[config.mk]
export PLATFORM = sky130hd
export DESIGN_NAME = serial_frame_tx
export DESIGN_NICKNAME = d
export VERILOG_FILES = /design/src/rtl/serial_frame_tx.sv
export SDC_FILE = /design/constraint.sdc
export NUM_CORES = 1
export LEC_CHECK = 0
export ABC_AREA = 1
export CAP_MARGIN = 20
export CORE_MARGIN = 5
export CORE_UTILIZATION = 45
export CTS_BUF_LIST = sky130_fd_sc_hd__clkbuf_4 sky130_fd_sc_hd__clkbuf_8
export CTS_CLUSTER_DIAMETER = 50
export DETAILED_ROUTE_END_ITERATION = 8
export GPL_ROUTABILITY_DRIVEN = 0
export PLACE_DENSITY = 0.8
export SYNTH_ARGS = -nofsm -noshare
export SYNTH_HDL_FRONTEND = slang
export SYNTH_SLANG_ARGS = --single-unit
[constraint.sdc]
create_clock -name clk -period 1.6 [get_ports clk]
set_input_delay 0.16 -clock clk [delete_from_list [all_inputs] [get_ports clk]]
set_output_delay 0.16 -clock clk [all_outputs]
set_load 0.005 [all_outputs]
[src/rtl/serial_frame_tx.sv]
// Parallel-to-serial framer: WIDTH-bit words in over valid/ready, shifted out MSB-first on x.
// Define SERIAL_PARITY_EN to append an even-parity bit to every frame.
module serial_frame_tx #(
  parameter int   WIDTH    = 8,
  parameter logic IDLE_BIT = 1'b0
) (
  input  logic             clk,
  input  logic             reset,
  input  logic [WIDTH-1:0] load_data,
  input  logic             load_valid,
  output logic             load_ready,
  output logic             x,
  output logic             busy,
  output logic             done
);

  localparam int CW = $clog2(WIDTH + 1);
  localparam logic [CW-1:0] LAST_IDX = CW'(WIDTH - 1);

`ifdef SERIAL_PARITY_EN
  typedef enum logic [1:0] {IDLE, SHIFT, PARITY} state_e;
`else
  typedef enum logic [1:0] {IDLE, SHIFT} state_e;
`endif

  state_e           state_q, state_d;
  // The MSB goes straight to x at acceptance, so only the remaining WIDTH-1 bits are held.
  logic [WIDTH-2:0] shreg_q, shreg_d;
  logic [CW-1:0]    cnt_q, cnt_d;
  logic             x_q, x_d;
  logic             busy_q, busy_d;
  logic             done_q, done_d;
  logic             accept;
`ifdef SERIAL_PARITY_EN
  logic             parity_q, parity_d;
`endif

  // The final frame bit is on x exactly when done_q is set.
  assign load_ready = (state_q == IDLE) | done_q;
  assign accept     = load_valid & load_ready;

  always_comb begin
    // NOTE: every signal gets a hold default first, so no path leaves one unassigned and no latch is inferred.
    state_d  = state_q;
    shreg_d  = shreg_q;
    cnt_d    = cnt_q;
    x_d      = x_q;
    busy_d   = busy_q;
    done_d   = done_q;
`ifdef SERIAL_PARITY_EN
    parity_d = parity_q;
`endif
    if (accept) begin
      state_d  = SHIFT;
      shreg_d  = load_data[WIDTH-2:0];
      cnt_d    = '0;
      x_d      = load_data[WIDTH-1];
      busy_d   = 1'b1;
      done_d   = 1'b0;
`ifdef SERIAL_PARITY_EN
      parity_d = ^load_data;
`endif
    end else begin
      unique case (state_q)
        SHIFT: begin
          if (cnt_q == LAST_IDX) begin
`ifdef SERIAL_PARITY_EN
            state_d = PARITY;
            x_d     = parity_q;
            done_d  = 1'b1;
`else
            state_d = IDLE;
            x_d     = IDLE_BIT;
            busy_d  = 1'b0;
            done_d  = 1'b0;
`endif
          end else begin
            x_d     = shreg_q[WIDTH-2];
            shreg_d = shreg_q << 1;
            cnt_d   = cnt_q + CW'(1);
`ifndef SERIAL_PARITY_EN
            done_d  = (cnt_q == LAST_IDX - CW'(1));
`endif
          end
        end
`ifdef SERIAL_PARITY_EN
        PARITY: begin
          state_d = IDLE;
          x_d     = IDLE_BIT;
          busy_d  = 1'b0;
          done_d  = 1'b0;
        end
`endif
        default: begin
          state_d = IDLE;
          x_d     = IDLE_BIT;
          busy_d  = 1'b0;
          done_d  = 1'b0;
        end
      endcase
    end
  end

  // NOTE: state uses non-blocking assignments so every register samples pre-edge values.
  always_ff @(posedge clk) begin
    if (reset) begin
      state_q  <= IDLE;
      // NOTE: the shift register is cleared too, so a discarded frame leaves no stale payload behind.
      shreg_q  <= '0;
      cnt_q    <= '0;
      x_q      <= IDLE_BIT;
      busy_q   <= 1'b0;
      done_q   <= 1'b0;
`ifdef SERIAL_PARITY_EN
      parity_q <= 1'b0;
`endif
    end else begin
      state_q  <= state_d;
      shreg_q  <= shreg_d;
      cnt_q    <= cnt_d;
      x_q      <= x_d;
      busy_q   <= busy_d;
      done_q   <= done_d;
`ifdef SERIAL_PARITY_EN
      parity_q <= parity_d;
`endif
    end
  end

  assign x    = x_q;
  assign busy = busy_q;
  assign done = done_q;

endmodule

After elaboration in Yosys (flattened, before gate mapping) --
Index checks and enable logic that the tools add are counted.
Storage, ports and cells: register bits 15, input port bits 11, output and inout bits 4
Cells by class: add/subtract/negate cells 1, equal/unequal tests 4, multiplexer cells 12, bitwise gates (word level) 4, reductions and logical operators 6
Operators by type and width (count):
- $mux W7 | 3
- $mux W1 | 9
- $eq A4 B3 Y1 const B | 2
- $add A4 B1 Y4 const B | 1
- $reduce_and A2 Y1 | 2
- $reduce_or A4 Y1 | 1
- $ne A3 B3 Y1 const B | 1
- $logic_not A2 Y1 | 1
- $ne A2 B2 Y1 const B | 1
- $not A1 Y1 | 2
- $reduce_bool A2 Y1 | 1
- $reduce_or A2 Y1 | 1
- $and A1 B1 Y1 | 1
- $or A1 B1 Y1 | 1

Depth between registers and ports, before layout --
Gate-level depths: netlist of the first run.
word-level depth 5, gate-level depth with buffers 8, mapped depth without buffers 8

Least setup slack after synthesis of the first run --
Ideal clock, no wire load.
path type reg-to-reg, start register cnt_q[1], end register shreg_q[2], library setup time 0.135 ns, arrival time 1.045 ns, required time 1.465 ns, path slack 0.420 ns, stages on the path, launching flop included 7, path buffers 0, path through dfxtp_1 > ha_1 > nand3_2 > nand2_2 > nand2_1 > nand2_1 > a21oi_2
Between the ends: longest elaborated chain between the ends 3
Ends and longest elaborated chain:
- start: declaration | line 29 | logic [CW-1:0] cnt_q, cnt_d;
- start signal: assignment | line 120 | cnt_q <= cnt_d;
- $eq A4 B3 Y1 | line 66 | if (cnt_q == LAST_IDX) begin
- $ne A2 B2 Y1 (no line)
- $reduce_and A2 Y1 (no line)
- end signal: assignment | line 119 | shreg_q <= shreg_d;
- end: declaration | line 28 | logic [WIDTH-2:0] shreg_q, shreg_d;
Every way passes these cells. A chain may end at the register's enable or synchronous reset.

Worst setup path in the final report of the first run --
start register done_q (netlist: done), end output load_ready
Between the ends: longest elaborated chain between the ends 1
Ends and longest elaborated chain:
- start: declaration | line 32 | logic done_q, done_d;
- start signal: assignment | line 123 | done_q <= done_d;
- $or A1 B1 Y1 | line 39 | assign load_ready = (state_q == IDLE) | done_q;
- end: declaration | line 11 | output logic load_ready,
Every way passes these cells.

==> results of run 1 <==
-- worst max path at each step --
stage	start	endpoint	slack, ns	cells past startpoint
after floorplan	cnt_q[1]	shreg_q[2]	0.42	6
after global placement	cnt_q[0]	cnt_q[2]	0.26	6
after detailed placement	cnt_q[0]	cnt_q[2]	0.22	6
after CTS	done	load_ready	0.09	3
after global routing	done	load_ready	0.04	3
final	done	load_ready	0.11	3
-- cell usage in the layout (no fill, tap or decap), types with 2 or more instances in the layout --
| master | instances |
|---|---|
| a21oi_1 | 6 |
| a21oi_2 | 6 |
| buf_4 | 3 |
| clkbuf_4 | 3 |
| clkdlybuf4s50_1 | 14 |
| dfxtp_1 | 14 |
| ha_1 | 2 |
| inv_1 | 5 |
| inv_2 | 2 |
| nand2_1 | 30 |
| nand2_2 | 5 |
| nand3_1 | 11 |
| nand3_2 | 5 |
-- cells by family (layout without fill, tap and decap cells) --
family,Yosys count,in the layout,share of synthesized area (%)
DFF,14,14,37.8
AOI/OAI and AO/OA,12,12,11.1
adders and majority gates,2,2,3.38
and+or+nand+nor,55,55,38.2
buffers and inverters,10,28,8.28
xor gates and xnor gates,1,1,1.18
-- routing by layer --
layer	GRT usage, %	routed length [um]
met4	5.11	14
met3	5.33	96
met2	15.5	624
met1	15.6	686
met5	0	0
-- per-stage QoR --
| step | std cells | power, mW |
|---|---|---|
| 2_1_floorplan | 94 | 0.475 |
| 3_3_place_gp | 124 | 0.519 |
| 3_5_place_dp | 124 | 0.522 |
| 4_1_cts | 128 | 0.780 |
| 5_1_grt | 128 | 0.803 |
| 6_report | 128 | 0.770 |
-- power groups by stage --
stage	registers, mW	logic (mW)	clock network, mW
global placement	0.383	0.136	0
global route	0.378	0.153	0.272
detailed placement	0.384	0.138	0
floorplan	0.382	0.0924	0
CTS	0.376	0.139	0.266
finish	0.375	0.138	0.256
-- final cells by class --
cell class	instances	area [sq um]
Sequential cell	14	280
Tap cell	16	20.0
Multi-Input combinational cell	70	399
Clock buffer	4	36.3
Timing Repair Buffer	17	163
Inverter	7	26.3
Fill cell	134	617
-- flip-flops by register name, summed over array words and instances (netlist names) --
signal,flops
x,1
cnt_q,4
state_q,1
shreg_q,7
done,1
-- critical path: cells and delay by family, from the launching register on --
| kind | cells | cell delay (ns) |
|---|---|---|
| buffers and inverters | 2 | 0.58 |
| and+or+nand+nor | 1 | 0.14 |
| DFF | 1 | 0.33 |
==> summary.md, run 1 <==
| Metric | Value |
|---|---|
| Outcome | completed |
| Min-delay src | load_data[0] |
| Syn. warnings | 0 |
| Crit share post-route | 93.1% |
| Peak supply drop | between 0.6 and 0.7 mV |
| PnR worst setup slack | roughly 0.11 ns |
| Wire per inst | 11.1 um |
| Drt drc | 0 |
| Yosys top cell area share | a little under two fifths |
| Pin count of the biggest net entering global routing | 17 |
| DIE AREA | between 2000 and 3000 sq um |
| Final Hold Viols | 0 |
| Sw power | 204 uW |
| Sw frac | a little over a quarter |
| Nets | 126 |
| Number of max-cap violations | 0 |
| Row count | 14 |
| Post-synth top area cell | dfxtp_1 |
| Ys flop type | dfxtp_1 |
| Post-route ant nets | 0 |
| Worst-Margin Slew | 0.250 ns |
| Vias in the first global route | ~560 |
| DIE HEIGHT | 50.6 um |
| Pins Over Slew Limit | 0 |
| Worst hold path class | in -> reg |
| Cell Area, Synth | ~740 sq um |
| Cells on Worst Hold Path | 3 |
| RSZ-0062 raised after global routing | false |
| Startpoint types | register |
| Pre-Repair DR Iteration Count | 4 |
| Worst path arrival time | between 1 and 1.5 ns |
| Area growth syn-to-layout | 24.8% |
| Clk sinks | 14 |
| Seq/Total Area, Yosys | 37.8% |
| Leak Pwr | 0.376 nW |
| Top cells by count, synth | nand2_1, dfxtp_1, nand3_1, a21oi_1, a21oi_2 |
| DR vias | about 640 |
| Gate power share | roughly 18% |
| Share of power burned in registers | 48.8% |
| Clock-pin slew on the worst setup and hold paths | ~0.090 ns |
| Die W | about 51 um |
| Port buffer count | 14 |
| CTS max path bufs | 2 |
| Final Util | 60.0% |
| Vias per inst | 4.98 |
| Final instance area | 925 sq um |
| WS Path Type | reg -> out |
| ANT cells | 0 |
| Io pins | 15 |
| Relative slew margins | 83.3% |
| CP max-delay cell | clkdlybuf4s50_1 |
| Post-cts gate resize count | 0 |
| Global-route usage over all layers | 11.6% |
| Final wirelength | roughly 1.4 mm |
| Worst Path Max Fanout | 7 |
| Mapped Cells | 94 |
| # H-tree levels | 1 |
| Placed inst area | 888 sq um |
| Synth async-reset ratio | 0% |
| Buffer count from post-CTS setup fixing | 0 |
| Leading cell type by number of instances after synthesis | nand2_1 |
| Fmax | 0.671 GHz |
| Slack of the worst reg-to-reg path | 0.20 ns |
| PD cells | 832 nW/um^2 |
| Syn Nets | 107 |
| CTS hold repair buffers | 0 |
| Clock Power Share | 33.2% |
| Core Region | ~1500 sq um |
| CTS tree | yes |
| Min Hold Slack | roughly 0.44 ns |
| Required time worst endpoint | approximately 1.4 ns |
| Post-DP HPWL | 1.06 mm |
| Internal | 566 uW |
| Post-synthesis register bit count | 14 |
| Worst slack at placement | roughly 0.22 ns |
| Clk_lat worst skew | 0.28 ns |
| Layout Skew | between 0.003 and 0.004 ns |
| CP endpoint kind | output port |
| Critical R2R Capture | cnt_q[2] |
| Fin crit period | 1.49 ns |
| Setup TNS | 0 ns |
| 1st-iter DRT viols | 13 |
| Root buf cell | clkbuf_4 |
| Initial core utilization | 48.1% |
| Final setup fails | 0 |
| Share of cells above drive strength 1 | 25.0% |
| Post-synth EDFFs | 0 |
| Slowest stage delay, CP | 0.53 ns |
| First-pass GRT wire length | between 2 and 2.5 mm |
| Initial antenna violation count | 0 |
| TritonCTS buffer count | 3 |
| Grt ovf | 0 |
| Crit-path cells | inv_1 > nand2_2 > clkdlybuf4s50_1 |
| Worst r2r src | cnt_q[0] |
| Endpoint, Worst Hold | shreg_q[0] |
| Worst R2R Path Depth | 6 |
| Distinct cells, synth | 18 |
| Synth area leaders | dfxtp_1, nand2_1, nand3_1, a21oi_2, nand3_2 |
| Syn Area/Cell | 7.88 sq um |
(Power assumes the default switching activity.)
==> run 2: changes to the inputs <==
Settings changed: CORE_MARGIN 5 to not set, CORE_UTILIZATION 45 to 50, PLACE_DENSITY 0.8 to 0.87.
==> summary.md, run 2 (synthesis results as in run 1) <==
| Metric | Value |
|---|---|
| Outcome | completed |
| Final setup fails | 0 |
| Slack of the worst reg-to-reg path | 0.30 ns |
| Port buffer count | 14 |
| Row count | 13 |
| Global-route usage over all layers | about 22% |
| RSZ-0062 raised after global routing | false |
| Top flop regs | shreg_q: 7 flops, cnt_q: 4 flops |
| Critical R2R Capture | cnt_q[2] |
| Vias in the first global route | 552 |
| Worst-Margin Slew | 0.283 ns |
| Commonest non-fill, non-tap cells in the layout | nand2_1, dfxtp_1, clkdlybuf4s50_1 |
| CTS max path bufs | 2 |
| CTS tree | yes |
| Worst r2r src | cnt_q[1] |
| Io pins | 15 |
| Post-route ant nets | 0 |
| Layout Skew | 0.00444 ns |
| Initial antenna violation count | 0 |
| Min-delay src | load_data[0] |
| Drt drc | 0 |
| Leak Pwr | 0.386 nW |
| Relative slew margins | around four fifths |
| Pin count of the biggest net entering global routing | 17 |
| CP endpoint kind | output port |
| CTS hold repair buffers | 0 |
| Clk_lat worst skew | about 0.29 ns |
| Die W | 40.5 um |
| TritonCTS buffer count | 3 |
| Worst path arrival time | 1.35 ns |
| 1st-iter DRT viols | 22 |
| Final wirelength | 1.55 mm |
| Pins Over Slew Limit | 0 |
| DIE AREA | 1640 sq um |
| Vias per inst | 5.16 |
| Pre-Repair DR Iteration Count | 4 |
| Core Region | 1330 sq um |
| PD cells | 835 nW/um^2 |
| Initial core utilization | 55.5% |
| Worst hold path class | in -> reg |
| Startpoint types | register |
| Endpoint, Worst Hold | shreg_q[0] |
| Top reg by flops | shreg_q |
| Nets | 128 |
| Setup TNS | 0 ns |
| Cells on Worst Hold Path | 3 |
| Share of cells above drive strength 1 | 26.3% |
| # H-tree levels | 1 |
| Crit share post-route | 94.5% |
| DR vias | between 600 and 700 |
| Final Util | 70.4% |
| Fin crit period | 1.51 ns |
| Worst Path Max Fanout | 7 |
| Peak supply drop | 0.508 mV |
| Root buf cell | clkbuf_4 |
| Post-cts gate resize count | 0 |
| Worst R2R Path Depth | 6 |
| Area growth syn-to-layout | 26.7% |
| Post-DP HPWL | 1.17 mm |
| Wire per inst | 12.0 um |
| DIE HEIGHT | a little over 40 um |
| WS Path Type | reg -> out |
| ANT cells | 0 |
| First-pass GRT wire length | 2.30 mm |
| Fmax | 0.661 GHz |
| Buffer count from post-CTS setup fixing | 0 |
| Clk sinks | 14 |
| Required time worst endpoint | ~1.4 ns |
| Commonest non-fill, non-tap cell in the layout | nand2_1 |
| Clock-pin slew on the worst setup and hold paths | 0.08 ns |
| Number of flip-flops under the largest register name | 7 |
| Final Hold Viols | 0 |
| Grt ovf | 0 |
| Number of max-cap violations | 0 |
run 2: changes by cell type in the layout (fill, tap and decap cells not counted):
cell and change:
buf_4 +2
run 2: area by class of cell:
cell class,instances,area [sq um]
Multi-Input combinational cell,70,399
Fill cell,111,395
Sequential cell,14,280
Timing Repair Buffer,19,178
Clock buffer,4,36.3
Inverter,7,26.3
Tap cell,15,18.8
run 2: per-stage QoR:
stage	power [mW]	instance area, sq um	hold slack (ns)	instances	setup slack, ns
after floorplan	0.475	741	0.307	94	0.420
after global placement	0.522	902	0.462	125	0.207
after detailed placement	0.527	902	0.469	125	0.158
after CTS	0.784	938	0.429	129	0.0721
after global routing	0.815	938	0.455	129	0.00529
final	0.784	938	0.427	129	0.0883
run 2: worst max-delay path, cell delays in order (launching register included):
cell             delay [ns]
dfxtp_1                0.34
inv_1                  0.05
nand2_2                0.14
clkdlybuf4s50_1        0.54
run 2: layer usage:
metal / up-vias / track usage (%) / wire length, um
li1: 349 / - / -
met1: 290 / 27.4 / 744
met2: 22 / 34.9 / 699
met3: 5 / 5.00 / 72
met4: 0 / 12.5 / 31
met5: - / 0 / 0
run 2: worst max-delay path by stage:
stage	startpoint	endpoint	slack, ns	cells past startpoint
after CTS	done	load_ready	0.07	3
after floorplan	cnt_q[1]	shreg_q[2]	0.42	6
after detailed placement	load_valid	shreg_q[2]	0.16	5
after global placement	load_valid	cnt_q[1]	0.21	6
final	done	load_ready	0.09	3
after global routing	done	load_ready	0.005	3
run 2: where the power goes:
part,switching [mW],internal (mW),total (mW)
clock,0.125,0.139,0.264
combinational,0.0797,0.0661,0.146
sequential,0.0101,0.364,0.374
